## config.mk

```make
export PLATFORM = sky130hd
export DESIGN_NAME = conv3x3_psum_ctrl_flat
export DESIGN_NICKNAME = d
export VERILOG_FILES = /design/src/rtl/conv3x3_psum_ctrl_if.sv /design/src/rtl/conv3x3_psum_ctrl.sv /design/src/flat_wrapper.sv
export SDC_FILE = /design/constraint.sdc
export NUM_CORES = 1
export LEC_CHECK = 0
export ABC_AREA = 0
export BUFFER_PORTS_ARGS = -buffer_cell sky130_fd_sc_hd__buf_2
export CORE_MARGIN = 2
export CORE_UTILIZATION = 64
export DETAILED_ROUTE_END_ITERATION = 12
export GPL_TIMING_DRIVEN = 0
export HOLD_SLACK_MARGIN = 0.1
export PLACE_DENSITY = 0.86
export SYNTH_ARGS = -nofsm -noshare
export SYNTH_HDL_FRONTEND = slang
export SYNTH_SLANG_ARGS = --single-unit
```

## constraint.sdc

```tcl
create_clock -name clk -period 6.9 [get_ports clk]
set_input_delay 1.035 -clock clk [delete_from_list [all_inputs] [get_ports clk]]
set_output_delay 1.035 -clock clk [all_outputs]
set_load 0.03 [all_outputs]
```

## src/rtl/conv3x3_psum_ctrl_if.sv

```systemverilog
// conv3x3_psum_ctrl_if
//   Bundles the job configuration, status, tree-input handshake and
//   accumulated-psum output of conv3x3_psum_ctrl.
//   master : job issuer / window source / psum sink (drives cfg_*, in_valid,
//            psum_3x3, out_ready)
//   slave  : the controller (drives busy, done, in_ready, pipe_en,
//            out_valid, out_psum, out_last)
interface conv3x3_psum_ctrl_if #(
    parameter int CH_W  = 8,
    parameter int PIX_W = 16,
    parameter int ACC_W = 32
);
    logic             cfg_start;
    logic [CH_W-1:0]  cfg_ch_num;
    logic [PIX_W-1:0] cfg_pix_num;
    logic             busy;
    logic             done;
    logic             in_valid;
    logic             in_ready;
    logic             pipe_en;
    logic [ACC_W-1:0] psum_3x3;
    logic             out_valid;
    logic             out_ready;
    logic [ACC_W-1:0] out_psum;
    logic             out_last;

    modport master (
        output cfg_start, cfg_ch_num, cfg_pix_num, in_valid, psum_3x3, out_ready,
        input  busy, done, in_ready, pipe_en, out_valid, out_psum, out_last
    );

    modport slave (
        input  cfg_start, cfg_ch_num, cfg_pix_num, in_valid, psum_3x3, out_ready,
        output busy, done, in_ready, pipe_en, out_valid, out_psum, out_last
    );
endinterface

```

## src/rtl/conv3x3_psum_ctrl.sv

```systemverilog
// conv3x3_psum_ctrl
//   Sequences one 3x3 convolution job through a two-register-stage adder
//   tree: accepts pix_num*ch_num product windows, drives the tree enable,
//   tracks valid through both tree stages, accumulates ch_num tree results
//   per pixel and presents one psum per pixel on a valid/ready output.
//   Ports:
//     clk, rst : clock, synchronous active-high reset
//     bus      : conv3x3_psum_ctrl_if.slave (cfg, status, tree in, psum out)
module conv3x3_psum_ctrl #(
    parameter int CH_W  = 8,
    parameter int PIX_W = 16,
    parameter int ACC_W = 32
) (
    input  logic                 clk,
    input  logic                 rst,
    conv3x3_psum_ctrl_if.slave   bus
);
    localparam int STAGES = 2;

    typedef enum logic [1:0] {IDLE, RUN, DRAIN, DONE} state_t;
    state_t state, state_nxt;

    logic [CH_W-1:0]  ch_num, in_ch_cnt, acc_cnt;
    logic [PIX_W-1:0] pix_num, in_pix_cnt, out_pix_cnt;
    logic [ACC_W-1:0] acc, sum, out_psum_q;
    logic [STAGES:1]  vld_pipe;   // [1] = v1, [2] = v2 (tree output valid)
    logic             out_valid_q, out_last_q;
    logic             acc_can, in_ready, in_fire, last_beat, acc_en, acc_last;
    logic             cfg_ok, start_run, drain_ok, busy, done;

    // The output register is the only place a stall originates; the tree and
    // every counter freeze with it so nothing in flight is lost.
    assign acc_can   = ~out_valid_q | bus.out_ready;
    assign in_fire   = bus.in_valid & in_ready;
    assign last_beat = in_fire && (in_ch_cnt == ch_num - CH_W'(1))
                               && (in_pix_cnt == pix_num - PIX_W'(1));
    assign acc_en    = vld_pipe[STAGES] & acc_can;
    assign acc_last  = (acc_cnt == ch_num - CH_W'(1));
    assign sum       = (acc_cnt == '0) ? bus.psum_3x3 : acc + bus.psum_3x3;
    assign cfg_ok    = (bus.cfg_ch_num != '0) && (bus.cfg_pix_num != '0);
    assign start_run = (state == IDLE) && bus.cfg_start && cfg_ok;
    assign drain_ok  = ~vld_pipe[1] & ~vld_pipe[2] & (~out_valid_q | bus.out_ready);

    // ---- FSM: state register ----
    always_ff @(posedge clk) begin
        if (rst) state <= IDLE;
        else     state <= state_nxt;
    end

    // ---- FSM: next state ----
    always_comb begin
        state_nxt = state;
        case (state)
            IDLE:    if (bus.cfg_start) state_nxt = cfg_ok ? RUN : DONE;
            RUN:     if (last_beat)     state_nxt = DRAIN;
            DRAIN:   if (drain_ok)      state_nxt = DONE;
            DONE:                       state_nxt = IDLE;
            default:                    state_nxt = IDLE;
        endcase
    end

    // ---- FSM: outputs ----
    always_comb begin
        busy     = (state == RUN) || (state == DRAIN);
        done     = (state == DONE);
        in_ready = (state == RUN) && acc_can;
    end

    // ---- datapath ----
    always_ff @(posedge clk) begin
        if (rst) begin
            ch_num      <= '0;
            pix_num     <= '0;
            in_ch_cnt   <= '0;
            in_pix_cnt  <= '0;
            acc_cnt     <= '0;
            out_pix_cnt <= '0;
            acc         <= '0;
            vld_pipe    <= '0;
            out_valid_q <= 1'b0;
            out_last_q  <= 1'b0;
            out_psum_q  <= '0;
        end else begin
            if (start_run) begin
                ch_num      <= bus.cfg_ch_num;
                pix_num     <= bus.cfg_pix_num;
                in_ch_cnt   <= '0;
                in_pix_cnt  <= '0;
                acc_cnt     <= '0;
                out_pix_cnt <= '0;
            end

            if (in_fire) begin
                if (in_ch_cnt == ch_num - CH_W'(1)) begin
                    in_ch_cnt  <= '0;
                    in_pix_cnt <= in_pix_cnt + PIX_W'(1);
                end else begin
                    in_ch_cnt  <= in_ch_cnt + CH_W'(1);
                end
            end

            if (acc_can) vld_pipe <= {vld_pipe[STAGES-1:1], in_fire};

            // Handshake clears first; a result loading this same cycle wins,
            // keeping back-to-back pixels bubble-free.
            if (out_valid_q && bus.out_ready) out_valid_q <= 1'b0;

            if (acc_en) begin
                if (acc_last) begin
                    out_psum_q  <= sum;
                    out_valid_q <= 1'b1;
                    out_last_q  <= (out_pix_cnt == pix_num - PIX_W'(1));
                    acc_cnt     <= '0;
                    out_pix_cnt <= out_pix_cnt + PIX_W'(1);
                end else begin
                    acc         <= sum;
                    acc_cnt     <= acc_cnt + CH_W'(1);
                end
            end
        end
    end

    assign bus.busy      = busy;
    assign bus.done      = done;
    assign bus.in_ready  = in_ready;
    assign bus.pipe_en   = acc_can;
    assign bus.out_valid = out_valid_q;
    assign bus.out_psum  = out_psum_q;
    assign bus.out_last  = out_last_q;
endmodule

```

## src/flat_wrapper.sv

```systemverilog
// flat-port wrapper written by rule: the top's interface ports become plain ports
module conv3x3_psum_ctrl_flat 
#(
    parameter int CH_W  = 8,
    parameter int PIX_W = 16,
    parameter int ACC_W = 32
)
  (clk, rst, bus_cfg_start, bus_cfg_ch_num, bus_cfg_pix_num, bus_in_valid, bus_psum_3x3, bus_out_ready, bus_busy, bus_done, bus_in_ready, bus_pipe_en, bus_out_valid, bus_out_psum, bus_out_last);
  conv3x3_psum_ctrl_if #(.CH_W(CH_W), .PIX_W(PIX_W), .ACC_W(ACC_W)) bus_i ();
  input  logic clk;
  input  logic rst;
  input wire logic [$bits(bus_i.cfg_start)-1:0] bus_cfg_start;
  input wire logic [$bits(bus_i.cfg_ch_num)-1:0] bus_cfg_ch_num;
  input wire logic [$bits(bus_i.cfg_pix_num)-1:0] bus_cfg_pix_num;
  input wire logic [$bits(bus_i.in_valid)-1:0] bus_in_valid;
  input wire logic [$bits(bus_i.psum_3x3)-1:0] bus_psum_3x3;
  input wire logic [$bits(bus_i.out_ready)-1:0] bus_out_ready;
  output wire logic [$bits(bus_i.busy)-1:0] bus_busy;
  output wire logic [$bits(bus_i.done)-1:0] bus_done;
  output wire logic [$bits(bus_i.in_ready)-1:0] bus_in_ready;
  output wire logic [$bits(bus_i.pipe_en)-1:0] bus_pipe_en;
  output wire logic [$bits(bus_i.out_valid)-1:0] bus_out_valid;
  output wire logic [$bits(bus_i.out_psum)-1:0] bus_out_psum;
  output wire logic [$bits(bus_i.out_last)-1:0] bus_out_last;
  assign bus_i.cfg_start = bus_cfg_start;
  assign bus_i.cfg_ch_num = bus_cfg_ch_num;
  assign bus_i.cfg_pix_num = bus_cfg_pix_num;
  assign bus_i.in_valid = bus_in_valid;
  assign bus_i.psum_3x3 = bus_psum_3x3;
  assign bus_i.out_ready = bus_out_ready;
  assign bus_busy = bus_i.busy;
  assign bus_done = bus_i.done;
  assign bus_in_ready = bus_i.in_ready;
  assign bus_pipe_en = bus_i.pipe_en;
  assign bus_out_valid = bus_i.out_valid;
  assign bus_out_psum = bus_i.out_psum;
  assign bus_out_last = bus_i.out_last;
  conv3x3_psum_ctrl #(.CH_W(CH_W), .PIX_W(PIX_W), .ACC_W(ACC_W)) u_core (.clk(clk), .rst(rst), .bus(bus_i));
endmodule
```

==> impl_metrics.py <==
metrics = {
    "status": {
        "status": "complete, no violations",
    },
    "power_and_ir_drop": {
        "ir_drop_mv": 0.182,
        "cellLeakagePower_uw": 0.00429,
        "powerDensity_nw_per_um2": 267,
    },
    "worst_setup_path": {
        "cp.required_ns": 7.26,
        "cp_num_cells": 12,
        "crit_chain": "clkbuf_1 -> inv_1 -> ha_1 -> xnor2_1 -> xnor2_1 -> and4b_1 -> and4_1 -> nor2b_1 -> clkbuf_1 -> buf_1 -> nand2_1 -> a21oi_1",
        "crit_fanout": 10,
        "path_buf_inv": 4,
        "setup.worst_path.start": "u_core.ch_num[0]",
        "rrSetupSlack_ns": 3.02,
        "r2r_end": "u_core.bus.out_psum[19]",
        "r2r-start": "u_core.ch_num[0]",
        "critical_path.max_stage_delay_ns": 0.61,
        "cp.arrival_ns": 4.24,
        "cp_slowest_cell": "clkbuf_1",
        "criticalPathCategory": "reg -> reg",
        "cp_top_family": "buffers and inverters",
        "cp-start-kind": "register",
        "endpoint": "u_core.bus.out_psum[19]",
        "reg2regPathDepth": 12,
        "cp-end-kind": "register",
    },
    "clock_network": {
        "clk_pin_slew_ns": 0.06,
        "tritoncts": "yes",
        "ctsHtreeMaxLevel": 4,
        "post_cts_resized": 0,
        "hold_buffers": 0,
        "clockBufferDepth": 2,
        "cts_made_buffers": 17,
        "insertion_delay_ns": 0.43,
        "clock_sinks": 142,
        "cts_setup_buffers": 0,
        "cts-root-buf": "clkbuf_16",
    },
    "routing": {
        "routedWlPerCell_um": 18.4,
        "met2WireLength_mm": 12.4,
        "drc": 0,
        "post_drt_via_cell_ratio": 6.38,
        "drtIter0Drc": 944,
        "wirelength_mm": 26.5,
        "drt_pass1_iterations": 6,
        "postRouteAntennaNets": 0,
        "vias": 9169,
        "wl_met1_mm": 10.6,
        "wl_met3_mm": 2.40,
        "highest_layer": "met4",
    },
    "finish": {
        "fin_cells": 1437,
        "fin_nets": 1352,
        "postLayoutCoreUtil_pct": 74.8,
        "final_layout_size_suffix_gt1_share_pct": 12.6,
        "stdcell_area_um2": 10300,
        "syn_to_final_growth_pct": 14.4,
        "diodes": 0,
    },
    "placed_design": {
        "hpwl_mm": 18.9,
        "port_buffers": 98,
        "gp_congestion": 1.01,
        "dp_cells": 1408,
        "dpl_worst_slack_ns": 2.75,
        "placed_cell_area_um2": 9750,
    },
    "floorplanning": {
        "die_h_um": 123,
        "die-width_um": 123,
        "ios": 99,
        "core_um2": 13800,
        "die_area_um2": 15100,
        "rows": 43,
        "initial_utilization_pct": 65.4,
    },
    "timing": {
        "skew_ns": 0.00588,
        "hold_viol": 0,
        "max_slew_margin_pct": 45.6,
        "tightest_slew_ns": 0.817,
        "setup_tns_ns": 0,
        "setup-violations-final": 0,
        "timing.final.crit_share_pct": 56.2,
        "fmax_mhz": 258,
        "finalCriticalPeriod_ns": 3.88,
        "rsz0062_at_grt": "false",
        "setup_ws_ns": 3.02,
        "finalMaxSlewViolations": 0,
    },
    "yosys": {
        "async_flop_share_pct": 0,
        "ys_seq_area_share_pct": 31.5,
        "synth_edf_count": 0,
        "synth.largest_area_cell": "dfxtp_1",
        "synth_ff_type": "dfxtp_1",
        "synth_nets": 1235,
        "ys_types": 73,
        "avgSynthCellArea_um2": 8.00,
        "ys_top_cells_by_count": "142 x dfxtp_1, 142 x nor2_1, 98 x a21oi_1",
        "ys_ff_latch": 142,
        "yosys_warnings": 0,
        "synthCells": 1130,
        "synth_top_area_share_pct": 31.5,
        "synth.area.top_cells": "dfxtp_1 31%, ha_1 6.0%, nor2_1 5.9%",
        "netlist_area_um2": 9040,
    },
    "run": {
        "cap_violations": 0,
    },
    "hold_path": {
        "hp-class": "reg -> reg",
    },
    "grt": {
        "grt_pass1_vias": 8425,
        "antenna_found_initial": 0,
        "track_usage_pct": 35.7,
        "grt_max_degree": 17,
        "grt_pass1_wl_mm": 41.8,
        "grt-ovfl-total": 0,
    },
}
[kinds of logic (layout without fill, tap and decap cells)]
group	Yosys count	count (layout)	share of synthesized area (%)
and+or+nand+nor	420	420	23.7
AOI/OAI and AO/OA	320	320	21.6
xor gates and xnor gates	83	83	9.26
muxes	36	36	4.04
buffers and inverters	85	212	3.83
adders and majority gates	44	44	6.17
DFF	142	142	31.5
[per-layer routing]
| metal | global-route usage [%] | vias up |
|---|---|---|
| met5 | 0 | - |
| met4 | 16.3 | 0 |
| met3 | 6.83 | 87 |
| met2 | 59.0 | 495 |
| met1 | 44.9 | 4245 |
| li1 | - | 4342 |
[layout by cell type (no fill, tap or decap), types with 5 or more instances in the layout]
master / synthesis / final
nor2_1: 142 / 142
nor4_1: 13 / 13
buf_2: 4 / 102
or3b_2: 12 / 12
and2_1: 9 / 9
or3_1: 8 / 8
buf_1: 6 / 6
a31oi_1: 23 / 23
and3_1: 33 / 33
nand4_1: 8 / 8
o21ai_0: 95 / 95
a211oi_1: 40 / 40
nand2_1: 79 / 79
nand3b_1: 13 / 13
nor3b_1: 6 / 6
clkbuf_1: 49 / 52
xnor2_1: 55 / 55
clkbuf_16: 0 / 17
o211ai_1: 5 / 5
ha_1: 43 / 43
nor2b_1: 10 / 10
xnor3_1: 8 / 8
xor2_1: 20 / 20
mux2i_1: 32 / 32
inv_1: 22 / 22
nor3_1: 26 / 26
a311oi_1: 7 / 7
nand3_1: 37 / 37
dfxtp_1: 142 / 142
a21o_1: 16 / 16
a21oi_1: 98 / 98
[sequential cells by signal (all words and copies together) (netlist names)]
| signal | flops |
|---|---|
| u_core.bus.out_last | 1 |
| u_core.state | 2 |
| u_core.ch_num | 8 |
| u_core.vld_pipe | 2 |
| u_core.bus.out_valid | 1 |
| u_core.in_pix_cnt | 16 |
| u_core.acc | 32 |
| u_core.out_pix_cnt | 16 |
| u_core.pix_num | 16 |
| u_core.in_ch_cnt | 8 |
| u_core.acc_cnt | 8 |
| u_core.bus.out_psum | 32 |
[worst min path at each step]
stage,slack (ns),endpoint,cells past startpoint,startpoint
2_1_floorplan,0.44,u_core.acc[17],2,u_core.acc[17]
3_3_place_gp,0.44,u_core.bus.out_psum[19],2,u_core.bus.out_psum[19]
3_5_place_dp,0.44,u_core.bus.out_psum[19],2,u_core.bus.out_psum[19]
4_1_cts,0.45,u_core.bus.out_psum[19],2,u_core.bus.out_psum[19]
5_1_grt,0.49,u_core.bus.out_psum[19],2,u_core.bus.out_psum[19]
6_report,0.45,u_core.bus.out_psum[19],2,u_core.bus.out_psum[19]
[stage by stage]
| step | power, uW | hold slack [ns] |
|---|---|---|
| 3_3_place_gp | 1790 | 0.440 |
| 4_1_cts | 2740 | 0.449 |
| 3_5_place_dp | 1810 | 0.443 |
| 2_1_floorplan | 1610 | 0.436 |
| 6_report | 2760 | 0.447 |
| 5_1_grt | 2880 | 0.492 |
[power breakdown]
part / leakage [uW] / internal, uW / switching (uW) / total, uW
sequential: 0.00115 / 868 / 50.7 / 918
clock: 0.000281 / 590 / 348 / 938
combinational: 0.00286 / 377 / 527 / 904
total: 0.00429 / 1830 / 926 / 2760
[tightest hold or removal path, cell delays in order, from the launching register on]
cell and delay, ns:
dfxtp_1 0.31, nand2_1 0.05, a21oi_1 0.05
[area by class of cell]
class / instances / area (um2)
sequential: 142 / 2840
multi-input combinational: 903 / 5850
fill: 1065 / 3480
buffer: 62 / 260
clock inverter: 6 / 110
clock buffer: 23 / 478
tap: 180 / 225
inverter: 23 / 86.3
timing repair buffer: 98 / 490
Power figures use the tool's default switching activity.
